### config.mk
export PLATFORM = sky130hd
export DESIGN_NAME = mux_rr_nw_flat
export DESIGN_NICKNAME = d
export VERILOG_FILES = /design/src/rtl/mux_rr_nw_pkg.sv /design/src/rtl/mux_rr_nw_if.sv /design/src/rtl/mux_rr_nw_arbiter.sv /design/src/rtl/mux_rr_nw.sv /design/src/flat_wrapper.sv
export SDC_FILE = /design/constraint.sdc
export NUM_CORES = 1
export LEC_CHECK = 0
export ABC_AREA = 0
export CAP_MARGIN = 20
export CORE_AREA = 2 2 58 60
export CTS_BUF_LIST = sky130_fd_sc_hd__clkbuf_16
export DETAILED_ROUTE_END_ITERATION = 16
export DIE_AREA = 0 0 60 62
export GPL_ROUTABILITY_DRIVEN = 0
export PLACE_DENSITY_LB_ADDON = 0.3
export RECOVER_POWER = 100
export SLEW_MARGIN = 20
export SYNTH_ARGS = -nofsm -noshare
export SYNTH_HDL_FRONTEND = slang
export SYNTH_SLANG_ARGS = --single-unit
export TNS_END_PERCENT = 5
### constraint.sdc
create_clock -name clk -period 4 [get_ports clk]
set_input_delay 0.8 -clock clk [delete_from_list [all_inputs] [get_ports clk]]
set_output_delay 0.8 -clock clk [all_outputs]
set_load 0.05 [all_outputs]
### src/rtl/mux_rr_nw_pkg.sv
// mux_rr_nw_pkg: shared definitions for the round-robin output multiplexer.
//   - default channel count and data width
//   - arbiter lock state encoding
//   - round-robin pointer increment helper (wraps at n-1, so n need not be a power of 2)
package mux_rr_nw_pkg;

    localparam int N_CH_DEF = 4;
    localparam int W_DEF    = 8;

    // FREE: grant is decided per beat. LOCKED: grant is held on one channel until its last beat.
    typedef enum logic {
        ARB_FREE   = 1'b0,
        ARB_LOCKED = 1'b1
    } arb_state_e;

    // Channel that follows g in round-robin order among n channels.
    function automatic int rr_next(input int g, input int n);
        return (g == n - 1) ? 0 : g + 1;
    endfunction

endpackage

### src/rtl/mux_rr_nw_if.sv
// mux_rr_nw_if: producer/consumer bundle of the round-robin multiplexer.
//   in_valid  [N_CH]    per-channel valid          (producer -> mux)
//   in_data   [N_CH*W]  channel i at [i*W +: W]    (producer -> mux)
//   in_ready  [N_CH]    per-channel ready          (mux -> producer)
//   out_valid           output register holds a beat
//   out_data  [W]       registered data
//   out_sel   [SW]      channel that produced out_data
//   out_ready           consumer accepts
// With MUX_RR_LOCK_EN defined, in_last [N_CH] and out_last are added.
// Modports: slave = the multiplexer, master = the surrounding producers/consumer.
interface mux_rr_nw_if #(
    parameter int N_CH = 4,
    parameter int W    = 8
);
    localparam int SW = $clog2(N_CH);

    logic [N_CH-1:0]   in_valid;
    logic [N_CH*W-1:0] in_data;
    logic [N_CH-1:0]   in_ready;
    logic              out_valid;
    logic [W-1:0]      out_data;
    logic [SW-1:0]     out_sel;
    logic              out_ready;
`ifdef MUX_RR_LOCK_EN
    logic [N_CH-1:0]   in_last;
    logic              out_last;

    modport slave  (input  in_valid, in_data, in_last, out_ready,
                    output in_ready, out_valid, out_data, out_sel, out_last);
    modport master (output in_valid, in_data, in_last, out_ready,
                    input  in_ready, out_valid, out_data, out_sel, out_last);
`else
    modport slave  (input  in_valid, in_data, out_ready,
                    output in_ready, out_valid, out_data, out_sel);
    modport master (output in_valid, in_data, out_ready,
                    input  in_ready, out_valid, out_data, out_sel);
`endif
endinterface

### src/rtl/mux_rr_nw_arbiter.sv
// rr_arbiter: round-robin arbiter with optional grant lock.
//   clk, rst  clock, synchronous active-high reset
//   req_i     per-channel request (in_valid)
//   adv_i     a beat from the granted channel was accepted this cycle
//   last_i    the accepted beat closes the packet (tie high for per-beat arbitration)
//   grant_o   one-hot grant, zero when nothing eligible requests
//   gidx_o    index of the granted channel
// Holds the round-robin pointer and the lock state.
module rr_arbiter
    import mux_rr_nw_pkg::*;
#(
    parameter int N_CH = N_CH_DEF
) (
    input  logic                      clk,
    input  logic                      rst,
    input  logic [N_CH-1:0]           req_i,
    input  logic                      adv_i,
    input  logic                      last_i,
    output logic [N_CH-1:0]           grant_o,
    output logic [$clog2(N_CH)-1:0]   gidx_o
);
    localparam int SW = $clog2(N_CH);

    arb_state_e    state_q, state_d;
    logic [SW-1:0] ptr_q, ptr_d;
    logic [SW-1:0] lidx_q, lidx_d;

    logic [SW:0]   pos;
    logic [SW-1:0] cand;
    logic          found;

    // Grant: locked channel only (and only while it requests), otherwise the
    // first requester scanning ptr, ptr+1, ... with wrap at N_CH-1.
    always_comb begin
        grant_o = '0;
        gidx_o  = '0;
        found   = 1'b0;
        pos     = '0;
        cand    = '0;
        if (state_q == ARB_LOCKED) begin
            if (req_i[lidx_q]) begin
                grant_o[lidx_q] = 1'b1;
                gidx_o          = lidx_q;
            end
        end else begin
            for (int k = 0; k < N_CH; k++) begin
                pos = {1'b0, ptr_q} + (SW+1)'(k);
                if (pos >= (SW+1)'(N_CH)) begin
                    pos = pos - (SW+1)'(N_CH);
                end
                cand = pos[SW-1:0];
                if (!found && req_i[cand]) begin
                    found         = 1'b1;
                    grant_o[cand] = 1'b1;
                    gidx_o        = cand;
                end
            end
        end
    end

    // Pointer moves past the winner only when its packet closes.
    always_comb begin
        state_d = state_q;
        ptr_d   = ptr_q;
        lidx_d  = lidx_q;
        if (adv_i) begin
            if (last_i) begin
                state_d = ARB_FREE;
                ptr_d   = SW'(rr_next(int'(gidx_o), N_CH));
            end else begin
                state_d = ARB_LOCKED;
                lidx_d  = gidx_o;
            end
        end
    end

    always_ff @(posedge clk) begin
        if (rst) begin
            state_q <= ARB_FREE;
            ptr_q   <= '0;
            lidx_q  <= '0;
        end else begin
            state_q <= state_d;
            ptr_q   <= ptr_d;
            lidx_q  <= lidx_d;
        end
    end

endmodule

### src/rtl/mux_rr_nw.sv
// mux_rr_nw: N_CH-channel, W-bit registered multiplexer with round-robin
// arbitration and valid/ready handshake on both sides.
//   clk   single clock, rising edge
//   rst   synchronous reset, active-high
//   bus   mux_rr_nw_if.slave (in_valid/in_data/in_ready, out_valid/out_data/out_sel/out_ready)
// Optional macro MUX_RR_LOCK_EN: adds in_last/out_last; a multi-beat packet
// keeps the grant until its last beat is accepted.
// out_ready -> in_ready is a combinational path; in_valid never reaches out_* combinationally.
module mux_rr_nw
    import mux_rr_nw_pkg::*;
#(
    parameter int N_CH = N_CH_DEF,
    parameter int W    = W_DEF
) (
    input  logic         clk,
    input  logic         rst,
    mux_rr_nw_if.slave   bus
);
    localparam int SW = $clog2(N_CH);

    logic [N_CH-1:0] grant;
    logic [SW-1:0]   gidx;
    logic            can_acc;
    logic            load;
    logic            beat_last;
    logic [W-1:0]    data_sel;

    logic            out_valid_q;
    logic [W-1:0]    out_data_q;
    logic [SW-1:0]   out_sel_q;

    rr_arbiter #(.N_CH(N_CH)) u_arb (
        .clk     (clk),
        .rst     (rst),
        .req_i   (bus.in_valid),
        .adv_i   (load),
        .last_i  (beat_last),
        .grant_o (grant),
        .gidx_o  (gidx)
    );

    // Output register is free, or being drained this cycle.
    assign can_acc = !out_valid_q || bus.out_ready;
    assign load    = can_acc && (|grant) && !rst;
    // Held low in reset so no producer sees a beat accepted that reset discards.
    assign bus.in_ready = grant & {N_CH{can_acc && !rst}};

    // AND-OR select: only the granted (valid) channel contributes, so X on idle channels stays out.
    always_comb begin
        data_sel = '0;
        for (int i = 0; i < N_CH; i++) begin
            if (grant[i]) begin
                data_sel = bus.in_data[i*W +: W];
            end
        end
    end

`ifdef MUX_RR_LOCK_EN
    logic out_last_q;
    assign beat_last    = |(grant & bus.in_last);
    assign bus.out_last = out_last_q;

    always_ff @(posedge clk) begin
        if (rst) begin
            out_last_q <= 1'b0;
        end else if (load) begin
            out_last_q <= beat_last;
        end
    end
`else
    assign beat_last = 1'b1;
`endif

    always_ff @(posedge clk) begin
        if (rst) begin
            out_valid_q <= 1'b0;
            out_data_q  <= '0;
            out_sel_q   <= '0;
        end else if (load) begin
            out_valid_q <= 1'b1;
            out_data_q  <= data_sel;
            out_sel_q   <= gidx;
        end else if (out_valid_q && bus.out_ready) begin
            out_valid_q <= 1'b0;
        end
    end

    assign bus.out_valid = out_valid_q;
    assign bus.out_data  = out_data_q;
    assign bus.out_sel   = out_sel_q;

endmodule
### src/flat_wrapper.sv
// flat-port wrapper written by rule: the top's interface ports become plain ports
module mux_rr_nw_flat import mux_rr_nw_pkg::*;
#(
    parameter int N_CH = N_CH_DEF,
    parameter int W    = W_DEF
)
  (clk, rst, bus_in_valid, bus_in_data, bus_out_ready, bus_in_ready, bus_out_valid, bus_out_data, bus_out_sel);
  mux_rr_nw_if #(.N_CH(N_CH), .W(W)) bus_i ();
  input  logic clk;
  input  logic rst;
  input wire logic [$bits(bus_i.in_valid)-1:0] bus_in_valid;
  input wire logic [$bits(bus_i.in_data)-1:0] bus_in_data;
  input wire logic [$bits(bus_i.out_ready)-1:0] bus_out_ready;
  output wire logic [$bits(bus_i.in_ready)-1:0] bus_in_ready;
  output wire logic [$bits(bus_i.out_valid)-1:0] bus_out_valid;
  output wire logic [$bits(bus_i.out_data)-1:0] bus_out_data;
  output wire logic [$bits(bus_i.out_sel)-1:0] bus_out_sel;
  assign bus_i.in_valid = bus_in_valid;
  assign bus_i.in_data = bus_in_data;
  assign bus_i.out_ready = bus_out_ready;
  assign bus_in_ready = bus_i.in_ready;
  assign bus_out_valid = bus_i.out_valid;
  assign bus_out_data = bus_i.out_data;
  assign bus_out_sel = bus_i.out_sel;
  mux_rr_nw #(.N_CH(N_CH), .W(W)) u_core (.clk(clk), .rst(rst), .bus(bus_i));
endmodule
## Word-level counts from Yosys, hierarchy flattened

Index checks and enable logic that the tools add are counted.

- $add $sub $neg: 8
- Magnitude comparators: 12
- Equal/unequal tests: 1
- Muxes and demuxes: 38
- Bitwise gates (word level): 4
- Reduce and logical (&&, ||, !) cells: 19

Operators with widths:

| cell | count |
|---|---|
| 8-bit two-way mux | 4 |
| 2-bit two-way mux | 9 |
| 4-bit two-way mux | 4 |
| 1-bit two-way mux | 13 |
| 2-bit by 3-bit < comparator with 1-bit output, second input constant | 4 |
| 4-bit bitwise OR | 3 |
| 1-bit logical AND | 11 |
| 3-bit greater-or-equal comparator, second input constant | 3 |
| 1-bit binary-select mux with 2-bit select | 4 |
| 1-bit demux with 2-bit select | 4 |
| 2-bit by 1-bit greater-or-equal comparator with 1-bit output, second input constant | 4 |
| 2-bit by 1-bit subtractor with 2-bit output, second input constant | 4 |
| 2-bit by 2-bit adder with 3-bit output, second input constant | 2 |
| 1-bit logical NOT | 5 |
| 4-bit AND | 1 |
| 4-bit OR reduction | 1 |
| 2-bit by 1-bit adder with 3-bit output, second input constant | 1 |
| 2-bit by 3-bit greater-or-equal comparator with 1-bit output, second input constant | 1 |
| 2-bit by 1-bit adder with 2-bit output, second input constant | 1 |
| 2-bit by 1-bit equality test with 1-bit output, second input constant | 1 |
| 2-bit nonzero test | 1 |
| 1-bit logical OR | 1 |

- Bits in registers: 13
- Bits of input ports: 39
- Output and inout port bits: 15
- Logic and storage cells: 86

## Longest topological paths before layout

- Depth in word-level cells: 18
- Depth in mapped cells: 12
- Depth with buffers taken out: 9

## Hierarchy

A second synthesis with hierarchy kept.

- Cell total of the unflattened synthesis: 160
- Area total of the unflattened synthesis: 1421.4 um2

By module, submodules not included:

| module | times used | cells an instance | area an instance (um2) | seq. area each (um2) |
|---|---|---|---|---|
| rr_arbiter | 1 | 85 | 742.0 | 100.1 |
| mux_rr_nw | 1 | 75 | 679.4 | 220.2 |

## Least setup slack after synthesis

Ideal clock, no wire load.

- Path kind: input-to-output
- Start: input bus_in_valid[3]
- End: output bus_in_ready[3]
- Arrival time: 3.168 ns
- Data required time: 3.200 ns
- Setup slack: 0.032 ns
- Stages on the path: 6
- Path buffers: 2
- Path through: buf_2 > mux4_2 > buf_6 > nor4b_4 > a221oi_2 > nor2_1

- Longest elaborated chain between the ends: 13
- Elaborated cells between the ends (all ways): 25
- Those cells by class: 15 x mux; 4 x bitwise; 6 x reduce/logical

Ends and longest elaborated chain:

| item | line | RTL |
|---|---|---|
| from (decl) | flat_wrapper.sv:11 | `input wire logic [$bits(bus_i.in_valid)-1:0] bus_in_valid;` |
| 1-bit binary-select mux with 2-bit select | mux_rr_nw_arbiter.sv:52 | `if (!found && req_i[cand]) begin` |
| 1-bit two-way mux (implied by the code) | mux_rr_nw_arbiter.sv:52 |  |
| 1-bit two-way mux | mux_rr_nw_arbiter.sv:52 |  |
| 1-bit logical NOT | mux_rr_nw_arbiter.sv:52 |  |
| 1-bit logical AND | mux_rr_nw_arbiter.sv:52 |  |
| 1-bit two-way mux | mux_rr_nw_arbiter.sv:52 |  |
| 1-bit logical NOT | mux_rr_nw_arbiter.sv:52 |  |
| 1-bit logical AND | mux_rr_nw_arbiter.sv:52 |  |
| 1-bit two-way mux | mux_rr_nw_arbiter.sv:52 |  |
| 1-bit logical NOT | mux_rr_nw_arbiter.sv:52 |  |
| 1-bit logical AND | mux_rr_nw_arbiter.sv:52 |  |
| 4-bit two-way mux * | mux_rr_nw_arbiter.sv:52 |  |
| 4-bit AND * | mux_rr_nw.sv:46 | `assign bus.in_ready = grant & {N_CH{can_acc && !rst}};` |
| to (decl) | flat_wrapper.sv:14 | `output wire logic [$bits(bus_i.in_ready)-1:0] bus_in_ready;` |

Every way passes the cells marked *; elsewhere a longest branch is shown, timed or not. The select of a mux whose other input is x is not followed.

## Final worst setup path

- Start: input bus_in_valid[2]
- End: output bus_in_ready[3]

The elaborated chain is that of the path after synthesis.

==> reports/qor.txt <==
Die ar. -> 3720 um^2
number of placement rows -> 21
later-pin clock latency in the skew report -> 0.24 ns
Cells after Synth -> 138
Placed Instance Area -> 1841 um^2
Die Y -> 62 um
Worst Hold Class -> flip-flop to flip-flop
static leakage -> 0.0007208 uW
Crit. Startpoint -> bus_in_valid[2]
Nets -> 240
core area -> 3179 um^2
fin crit share -> 0.9741
Residual DRC -> 0
CTS tree -> yes
RSZ-0062 raised after global routing -> false
reg2reg setup slack -> 0.42 ns
CP Capture Type -> primary output
Final Cell Area -> 1869 um^2
number of synthesized flops with an enable pin -> 0
most instantiated cells after synthesis -> nor2_1, dfxtp_1, nand2_1
r2r startpoint -> u_core.u_arb.ptr_q[1]
mapped cell area -> 1230 um^2
top-area cell type share of the netlist area -> 0.2116
WS Path Type -> input port to primary output
worst path required time -> 3.20 ns
first-pass GRT wire length -> 5878 um
Placed Cells -> 236
IO Pins -> 54
routed vias/inst -> 5.675
Initial DRC Count -> 86
overall routing resource usage -> 0.2099
global route overflow -> 0
outcome -> completed
FFs w/ async S/R, synth -> 0
Slowest cell on crit path -> mux4_2
Sum Neg Setup Slack -> 0 ns
largest net degree at the start of global routing -> 15
top-count cell post-synth -> nor2_1
upper clock frequency limit -> 256.7 MHz
HPWL after DPL -> 2972 um
chip width -> 60 um
Hold EP -> u_core.bus.out_data[7]
Hold Slack -> 0.4919 ns
worst reg2reg path depth -> 10
Initial Util -> 0.3869
vias in the first global route -> 1293
post-synth top area cell -> dfxtp_1
syn nets -> 183
TritonCTS Sinks -> 13
Clock transition at path regs -> 0.04 ns
Power Density -> 929.5 nW/um^2
Tmin final -> 3.896 ns
max capacitance violation total -> 0
Synth Warn # -> 0
actual slew at the worst max-slew pin -> 0.5143 ns
deepest level of the CTS H-tree -> 1
Critical Path Fanout Max -> 9
drt total wl -> 3871 um
CP arrival -> 3.10 ns
fin. max-slew vios -> 0
post-layout instance count excluding filler cells -> 240
Startpoint Class -> input port
top post-synthesis cells by area -> dfxtp_1, mux4_2, a221o_1, ha_1, a211oi_1
clock root buffer -> clkbuf_16
Primary FF master, synth -> dfxtp_1
maximum root-to-sink buffer count -> 2
layout cell share with drive strength beyond 1 -> 0.1598
antenna cells -> 0
Initial DRT Pass Iterations -> 4
DR vias -> 1362
maximum VDD drop -> 0.0005438 V
WHS Path Cells -> 1
# port buffers -> 53
layout filler cell count -> 282
final hold violations -> 0
Cell variety after synth -> 40
Worst Hold Launch -> u_core.bus.out_data[7]
Rel. slew slack -> 0.6556
WL/cell -> 16.13 um
clk_skew -> 0.0005391 ns
area delta synth->final -> 51.98%
Final ANT Viol Nets -> 0
syn avg cell area -> 8.913 um^2
FF-to-FF End -> u_core.bus.out_data[7]
CP max stage delay -> 0.63 ns
Yosys reg bits -> 13
total CTS buffers -> 3
post-synthesis sequential area ratio -> 0.2116
number of setup violations in the final report -> 0
initial antenna violation count -> 0
worst path cell trace -> clkdlybuf4s50_1 > mux4_2 > nor3b_2 > a221oi_2 > nor2_1 > clkbuf_2
## area by class of cell
| class | instances | area (um^2) | share of cell area |
|---|---|---|---|
| clock buffers | 3 | 75.07 | 0.04016 |
| clock inverters | 1 | 3.754 | 0.002008 |
| inverters | 4 | 15.01 | 0.008032 |
| multi-input cells | 112 | 860.8 | 0.4605 |
| flip-flops and latches | 13 | 260.3 | 0.1392 |
| well taps | 46 | 57.56 | 0.03079 |
| repair buffers | 61 | 596.8 | 0.3193 |
## flip-flops by register name, summed over array words and instances (netlist names), named ones only
name and count:
u_core.bus.out_data 8, u_core.bus.out_sel 2, u_core.bus.out_valid 1, u_core.u_arb.ptr_q 1
## stage by stage
| step | util | worst slack [ns] | total power [uW] |
|---|---|---|---|
| detailed placement | 0.5789 | 0.07955 | 1606 |
| global route | 0.5880 | 0.01992 | 1848 |
| global placement | 0.5789 | 0.1927 | 1562 |
| finish | 0.5880 | 0.1037 | 1738 |
| CTS | 0.6037 | 0.08173 | 1809 |
| floorplan | - | 0.03174 | 1250 |
## cell families after synthesis
group	count (synthesis)	synth area share
and+or+nand+nor	50	0.2116
AOI/OAI and AO/OA	48	0.3357
buffers and inverters	13	0.07527
DFF	13	0.2116
muxes	7	0.09766
adders and majority gates	6	0.06104
xor gates and xnor gates	1	0.007122
## how the worst max path moves through the flow
stage	end	slack (ns)	cells after the start
finish	bus_in_ready[3]	0.10	6
global route	bus_in_ready[3]	0.02	6
CTS	bus_in_ready[0]	0.08	8
detailed placement	bus_in_ready[1]	0.08	7
global placement	bus_in_ready[1]	0.19	7
floorplan	bus_in_ready[3]	0.03	6
## critical path: cells and delay by family
kind	cells	cell delay, ns
compound gates	1	0.14
buf+inv	2	0.83
mux	1	0.63
simple gates	2	0.69
## metal layers
layer	routed length, um	part of all wire	vias to the layer above	global-route usage
met3	254	0.066	17	0.04555
met1	1556	0.40	642	0.2469
li1	-	-	642	-
met4	104	0.027	0	0.08571
met2	1956	0.51	61	0.3711
met5	0	0	-	0
## power by group
| part | switching, uW | internal, uW |
|---|---|---|
| combinational | 812 | 519 |
| sequential | 40.0 | 182 |
| clock | 53.5 | 132 |
## placed cells by master, fill, tap and decap left out, drive strengths merged
cell,count
nor2b,2
a221oi,3
o211ai,2
nor3b,2
a41oi,1
nand2b,1
clkdlybuf4s50,38
mux4,4
mux2i,3
a21oi,11
a211o,1
nor3,2
ha,6
or2b,1
a221o,10
o21ai,5
a31oi,1
o211a,1
nor2,19
xnor2,1
nor4b,1
nor4,1
nand3,8
dlygate4sd3,11
clkbuf,6
buf,9
a211oi,10
a2111oi,1
o311ai,1
a21boi,1
and2,1
inv,5
dfxtp,13
nand2,12
## timing repair
| action | CTS | global route |
|---|---|---|
| resized for setup | 0 | 1 |
| hold buffers | 0 | 0 |
| setup endpoints to repair | 0 | 2 |
| setup buffers | 0 | 0 |
No activity file was read; power rests on OpenSTA's default activity.
